$ cat config.mk
export PLATFORM = sky130hd
export DESIGN_NAME = dmem_wr_arbiter
export DESIGN_NICKNAME = d
export VERILOG_FILES = /design/src/rtl/dmem_wr_arbiter.sv
export SDC_FILE = /design/constraint.sdc
export NUM_CORES = 1
export LEC_CHECK = 0
export CORE_MARGIN = 5
export CORE_UTILIZATION = 51
export DETAILED_ROUTE_END_ITERATION = 8
export MAX_ROUTING_LAYER = met4
export PLACE_DENSITY = 0.81
export SYNTH_ARGS = -nofsm -noshare
export SYNTH_HDL_FRONTEND = slang
export SYNTH_SLANG_ARGS = --single-unit
export TNS_END_PERCENT = 20
$ cat constraint.sdc
create_clock -name clk -period 7.07 [get_ports clk]
set_clock_uncertainty 0.2 [all_clocks]
set_input_delay 1.7675 -clock clk [delete_from_list [all_inputs] [get_ports clk]]
set_output_delay 1.7675 -clock clk [all_outputs]
set_load 0.03 [all_outputs]
$ cat src/rtl/dmem_wr_arbiter.sv
// Data-memory write-port arbiter: CPU stores have priority, button writes are
// buffered in a 2-entry FIFO, and a bounded-wait counter forces a button grant
// (stalling the CPU for one cycle) so buffered button events are never starved.
module dmem_wr_arbiter #(
  parameter int MAX_WAIT = 4
) (
  input  logic        clk,
  input  logic        rst,
  input  logic        cpu_we,
  input  logic [31:0] cpu_waddr,
  input  logic [31:0] cpu_wdata,
  input  logic        btn_we,
  input  logic [31:0] btn_waddr,
  input  logic [31:0] btn_wdata,
  output logic        cpu_stall,
  output logic        mem_we,
  output logic [31:0] mem_waddr,
  output logic [31:0] mem_wdata,
  output logic        btn_pending,
  output logic        btn_drop
);

  localparam logic [3:0] MAX_WAIT_C = 4'(MAX_WAIT);

  // Explicit encoding so the debug state can be observed unambiguously.
  typedef enum logic [1:0] {
    IDLE   = 2'd0,
    CPU    = 2'd1,
    BTN    = 2'd2,
    FORCED = 2'd3
  } grant_e;

  // Saturating wait-counter increment, clamped at MAX_WAIT.
  function automatic logic [3:0] sat_inc(input logic [3:0] v);
    return (v >= MAX_WAIT_C) ? MAX_WAIT_C : v + 4'd1;
  endfunction

  logic [31:0] fifo_addr [2];
  logic [31:0] fifo_data [2];
  logic        rd_ptr;
  logic        wr_ptr;
  logic [1:0]  count;
  logic [3:0]  wait_cnt;
  grant_e      last_grant;
  grant_e      last_grant_nxt;

  logic        fifo_nonempty;
  logic        fifo_full;
  logic        force_grant;
  logic        grant_btn;
  logic        grant_cpu;
  logic        push;
  logic        pop;

  assign fifo_nonempty = (count != 2'd0);
  assign fifo_full     = (count == 2'd2);
  assign btn_pending   = fifo_nonempty;

  // Grant decision from registered state plus cpu_we; nothing is granted in reset.
  always_comb begin
    force_grant    = 1'b0;
    grant_btn      = 1'b0;
    grant_cpu      = 1'b0;
    last_grant_nxt = IDLE;
    if (!rst) begin
      force_grant = fifo_nonempty & cpu_we & (wait_cnt == MAX_WAIT_C);
      grant_btn   = fifo_nonempty & (~cpu_we | force_grant);
      grant_cpu   = cpu_we & ~force_grant;
    end
    if (force_grant)    last_grant_nxt = FORCED;
    else if (grant_btn) last_grant_nxt = BTN;
    else if (grant_cpu) last_grant_nxt = CPU;
    cpu_stall = force_grant;
    pop       = grant_btn;
    // A full FIFO still accepts a push when the head leaves in the same cycle.
    push      = btn_we & ~rst & (~fifo_full | pop);
  end

  // Button FIFO storage, pointers and occupancy; also the overflow pulse.
  always_ff @(posedge clk) begin
    if (rst) begin
      fifo_addr[0] <= '0;
      fifo_addr[1] <= '0;
      fifo_data[0] <= '0;
      fifo_data[1] <= '0;
      rd_ptr       <= 1'b0;
      wr_ptr       <= 1'b0;
      count        <= 2'd0;
      btn_drop     <= 1'b0;
    end else begin
      if (push) begin
        fifo_addr[wr_ptr] <= btn_waddr;
        fifo_data[wr_ptr] <= btn_wdata;
        wr_ptr            <= ~wr_ptr;
      end
      if (pop) begin
        rd_ptr <= ~rd_ptr;
      end
      case ({push, pop})
        2'b10:   count <= count + 2'd1;
        2'b01:   count <= count - 2'd1;
        default: count <= count;
      endcase
      btn_drop <= btn_we & fifo_full & ~pop;
    end
  end

  // Bounded-wait counter: counts CPU grants that deferred a waiting FIFO head.
  always_ff @(posedge clk) begin
    if (rst) begin
      wait_cnt <= 4'd0;
    end else if (grant_btn || !fifo_nonempty) begin
      wait_cnt <= 4'd0;
    end else if (grant_cpu) begin
      wait_cnt <= sat_inc(wait_cnt);
    end
  end

  // Registered RAM write port; address/data hold when nothing is granted.
  always_ff @(posedge clk) begin
    if (rst) begin
      mem_we    <= 1'b0;
      mem_waddr <= '0;
      mem_wdata <= '0;
    end else begin
      mem_we <= grant_btn | grant_cpu;
      if (grant_btn) begin
        mem_waddr <= fifo_addr[rd_ptr];
        mem_wdata <= fifo_data[rd_ptr];
      end else if (grant_cpu) begin
        mem_waddr <= cpu_waddr;
        mem_wdata <= cpu_wdata;
      end
    end
  end

  // Debug record of the previous cycle's arbitration outcome.
  always_ff @(posedge clk) begin
    if (rst) begin
      last_grant <= IDLE;
    end else begin
      last_grant <= last_grant_nxt;
    end
  end

endmodule

==> results.txt <==
Post-synthesis sequential area ratio: 0.593. At the worst endpoint, the arrival time is 3.53 ns. Mean instance size in the synthesized netlist: 11.5 µm². The count of nets left with antenna violations once routing finished came out at 0. Among cell families on the critical path, the largest total delay comes from buffers and inverters. Post-route DRC violation count: 0.

The flow ran to the end, and the final reports show no timing, DRC or antenna violations. Of all cell types, the one taking the most synthesized area is sky130_fd_sc_hd__edfxtp_1. The proportion of layout cells with a drive suffix above 1 came out at 0.0665. Walking the worst path, the cells encountered are buf_2 > o21ba_2 > buf_4 > nand3b_1 > nor2_1 > clkdlybuf4s50_1.

The worst vdd rail ir drop came out at 0.173 mV. The ratio of final minimum period to clock period works out to 0.778. The tools report the destination of the worst hold path as wait_cnt[0]$_SDFFE_PP0P_. The worst setup path is captured at an output pin.

For the final worst hold slack, the log shows 0.286 ns. The initial core utilization is 0.520. On the worst path, the slowest cell contributes a delay of 0.69 ns. The sum of routed wire length over all layers is 22600 µm, and the cell count of the worst hold path is 1.

In this run the worst path has a maximum fanout of 49. Setup slack on the worst reg-to-reg path comes out at 4.04 ns. The share of Yosys cell area claimed by the top area cell type was 0.426. The die is 143 µm wide. Measured in cells, the most critical reg-to-reg path has a length of 6. Clock tree synthesis inserted a total of 22 buffers. For the full die area, the log shows 20400 µm². The run gives 0 as the number of antenna violations at the first check in global routing. The vias after detailed routing came out at 6588. TritonCTS built the clock tree.

The number of endpoints failing setup at the final stage came out at 0. The synthesis-to-finish area growth came out at 31.0%. From bottom edge to top edge, the die measures 143 µm. The tools report the clock tree root driver cell as sky130_fd_sc_hd__clkbuf_16. For the leakage component of the power, the log shows 4.35 nW. The worst hold path belongs to the class flip-flop to flip-flop. The synthesized design contains 203 register bits. The number of rows created at floorplan was 48; the clock sink total was 203. The total instance count after detailed placement came out at 1163. The most common cell in the synthesized netlist is sky130_fd_sc_hd__and2_1. Synthesis produced a netlist whose cell count is 786. The logs give 0.224 for the combined global-route utilization of all metal layers and 0.785 for the weighted congestion at the end of routability-driven global placement. The cell area reported after detailed placement was 11100 µm²; the worst endpoint required time was 5.10 ns. Global routing finished with a remaining overflow of 0. Worst flop-to-flop path startpoint: wait_cnt[0]$_SDFFE_PP0P_. After the flow finishes, the layout carries non-filler instances totaling 1203.

Buffers added to address setup during post-CTS repair amount to 0. Port buffering added 199 buffers. After clock tree synthesis, the clock-pin slew on the worst setup and hold paths is 0.06 ns. The post-layout minimum cycle time works out to 5.50 ns. For the number of H-tree branching levels, the log shows 1. Yosys attributes the largest share of cell area to sky130_fd_sc_hd__edfxtp_1 43%, sky130_fd_sc_hd__dfxtp_1 17%, sky130_fd_sc_hd__mux2i_1 10%. Utilization after layout: 0.681. Standard cell with the maximum stage delay on the critical path: sky130_fd_sc_hd__clkdlybuf4s50_1.

For the global-route wire length before repair, the log shows 35400 µm. Across the run, the number of max-cap violations was 0. Ranked by instance count, the synthesized netlist is headed by 129 x sky130_fd_sc_hd__and2_1, 128 x sky130_fd_sc_hd__edfxtp_1, 94 x sky130_fd_sc_hd__mux2i_1, 78 x sky130_fd_sc_hd__nor2_1, 75 x sky130_fd_sc_hd__dfxtp_1. The number of max-slew violations in the final report was 0. The HPWL after detailed placement is 14200 µm. The critical register-to-register path endpoint was fifo_data[0][23]$_SDFFCE_PN0P_. Synthesis instantiated 39 different standard cells from the library. For this run, the leading register cell type out of synthesis is sky130_fd_sc_hd__edfxtp_1.

Core area: 17400 µm². Number of buffers and inverters on the critical path: 3. The run gives 921 as the post-synthesis net count. The worst setup path is of the input pin to output pin kind. Number of design-rule violations left by the first detailed-router iteration: 309. For the total of warnings raised by yosys, the log shows 0. Launch point of the worst hold path: wait_cnt[0]$_SDFFE_PP0P_.

The ratio of total power to cell area was 262 nW/µm². Summed over all failing endpoints, the final setup total negative slack is 0 ns. The upper clock frequency limit was 182 MHz.

The number of hold-slack violations in the final timing report is 0, and the largest net degree at the start of global routing is 65. For the pin with the worst max-slew slack, the measured transition is 1.27 ns. The number of iterations in the first detailed-routing pass was 5. The clock tree buffer depth is 3. After clock tree synthesis, the repair step resized 0 gates. The post-detailed-route wirelength per cell is 18.8 µm. The share of synthesized registers carrying an async set or reset works out to 0. The run gives 6934 as the via count of the first global-routing pass. In this run the count of I/O pins placed on the die edge is 200. Hold buffer count at cts: 0. For the worst-skew pair, the clock arrives at the later sink with an insertion delay of 0.50 ns.

The synthesized netlist occupies a cell area of 9020 µm². The tools report the normalized max-slew margin as 0.156. The tools report the number of antenna diodes as 0. The kind of start point of the critical path was an input pin.

The final layout contains 1097 nets. Dividing the detail-routed via count by the number of cells gives 5.48. Counting flops with a built-in enable in the synthesized netlist gives 128. Setup repair after global routing left no endpoint under its margin. With fillers left out, the area of the finished cells amounts to 11800 µm².
## stage by stage
step | power, W | setup WS, ns
detailed placement | 0.00202 | 1.56
global placement | 0.00200 | 1.65
finish | 0.00310 | 1.57
CTS | 0.00312 | 1.57
global route | 0.00322 | 1.47
floorplan | 0.00177 | 1.39
## area by class of cell
type	instances	area, µm²
inverter	3	11.3
tap	225	282
sequential	203	5350
clock inverter	7	33.8
timing repair buffer	208	2050
clock buffer	33	664
fill	1294	5540
multi-input combinational	524	3430
## report_power, final
part | internal [W] | leakage [nW] | total, W | switching [W]
registers | 0.00138 | 1.99 | 0.00144 | 0.0000572
clock network | 0.000649 | 0.349 | 0.00111 | 0.000457
logic | 0.000251 | 2.01 | 0.000554 | 0.000303
## worst reg2reg max path, delay by kind of cell, from the launching register on
kind / cells / cell delay, ns
adders and majority gates: 1 / 0.20
and+or+nand+nor: 1 / 0.25
DFF: 1 / 0.33
buffers and inverters: 2 / 0.65
AOI/OAI and AO/OA: 2 / 1.03
## sequential cells by signal, indices dropped and copies added, names as in the netlist, named ones only
signal,count
fifo_addr,64
fifo_data,64
mem_waddr,32
mem_wdata,32
wait_cnt,4
count,2
btn_drop,1
mem_we,1
rd_ptr,1
wr_ptr,1
## kinds of logic (layout without fill, tap and decap cells)
| family | Yosys count | in the layout | synth area share |
|---|---|---|---|
| and+or+nand+nor | 282 | 282 | 0.160 |
| DFF | 203 | 203 | 0.593 |
| AOI/OAI and AO/OA | 130 | 130 | 0.0906 |
| muxes | 104 | 104 | 0.117 |
| buffers and inverters | 59 | 251 | 0.0318 |
| xor gates and xnor gates | 4 | 4 | 0.00388 |
| adders and majority gates | 3 | 3 | 0.00416 |
| other | 1 | 1 | 0.000416 |
## how the worst max path moves through the flow
| stage | from | end | cells after the start |
|---|---|---|---|
| after global routing | rst | cpu_stall | 6 |
| after global placement | rst | cpu_stall | 6 |
| after detailed placement | rst | cpu_stall | 6 |
| final | rst | cpu_stall | 6 |
| after CTS | rst | cpu_stall | 6 |
| after floorplan | cpu_we | fifo_addr[0][0]$_SDFFCE_PN0P_ | 3 |
## placed cells by master, fill, tap and decap left out, types with 2 or more instances in the layout
cell type                           n
sky130_fd_sc_hd__nor2_1            78
sky130_fd_sc_hd__dfxtp_1           74
sky130_fd_sc_hd__clkbuf_16         24
sky130_fd_sc_hd__nor3_1            13
sky130_fd_sc_hd__a221oi_1          10
sky130_fd_sc_hd__nand3b_1           2
sky130_fd_sc_hd__xnor2_1            2
sky130_fd_sc_hd__o21ai_0            2
sky130_fd_sc_hd__buf_2              2
sky130_fd_sc_hd__mux2_2            10
sky130_fd_sc_hd__a21oi_1           56
sky130_fd_sc_hd__xor2_1             2
sky130_fd_sc_hd__and2_1           129
sky130_fd_sc_hd__o21bai_4           2
sky130_fd_sc_hd__clkinv_2           6
sky130_fd_sc_hd__o211ai_1          24
sky130_fd_sc_hd__edfxtp_1         128
sky130_fd_sc_hd__clkbuf_8           3
sky130_fd_sc_hd__nor2b_1            2
sky130_fd_sc_hd__clkdlybuf4s50_1  197
sky130_fd_sc_hd__clkbuf_1           6
sky130_fd_sc_hd__ha_1               3
sky130_fd_sc_hd__buf_4              9
sky130_fd_sc_hd__o22ai_1           30
sky130_fd_sc_hd__inv_1              3
sky130_fd_sc_hd__nand2_1           49
sky130_fd_sc_hd__or3_1              2
sky130_fd_sc_hd__mux2i_1           94
## routing by layer
metal  track usage  wire [µm]  part of all wire  vias to the layer above
met5             -          0                 0                        -
met1         0.276       9310              0.41                     3180
met4        0.0660        533             0.024                        0
met3        0.0335       1330             0.059                       45
li1              -          -                 -                     3172
met2         0.384      11400              0.51                      191
(Power assumes the default switching activity.)
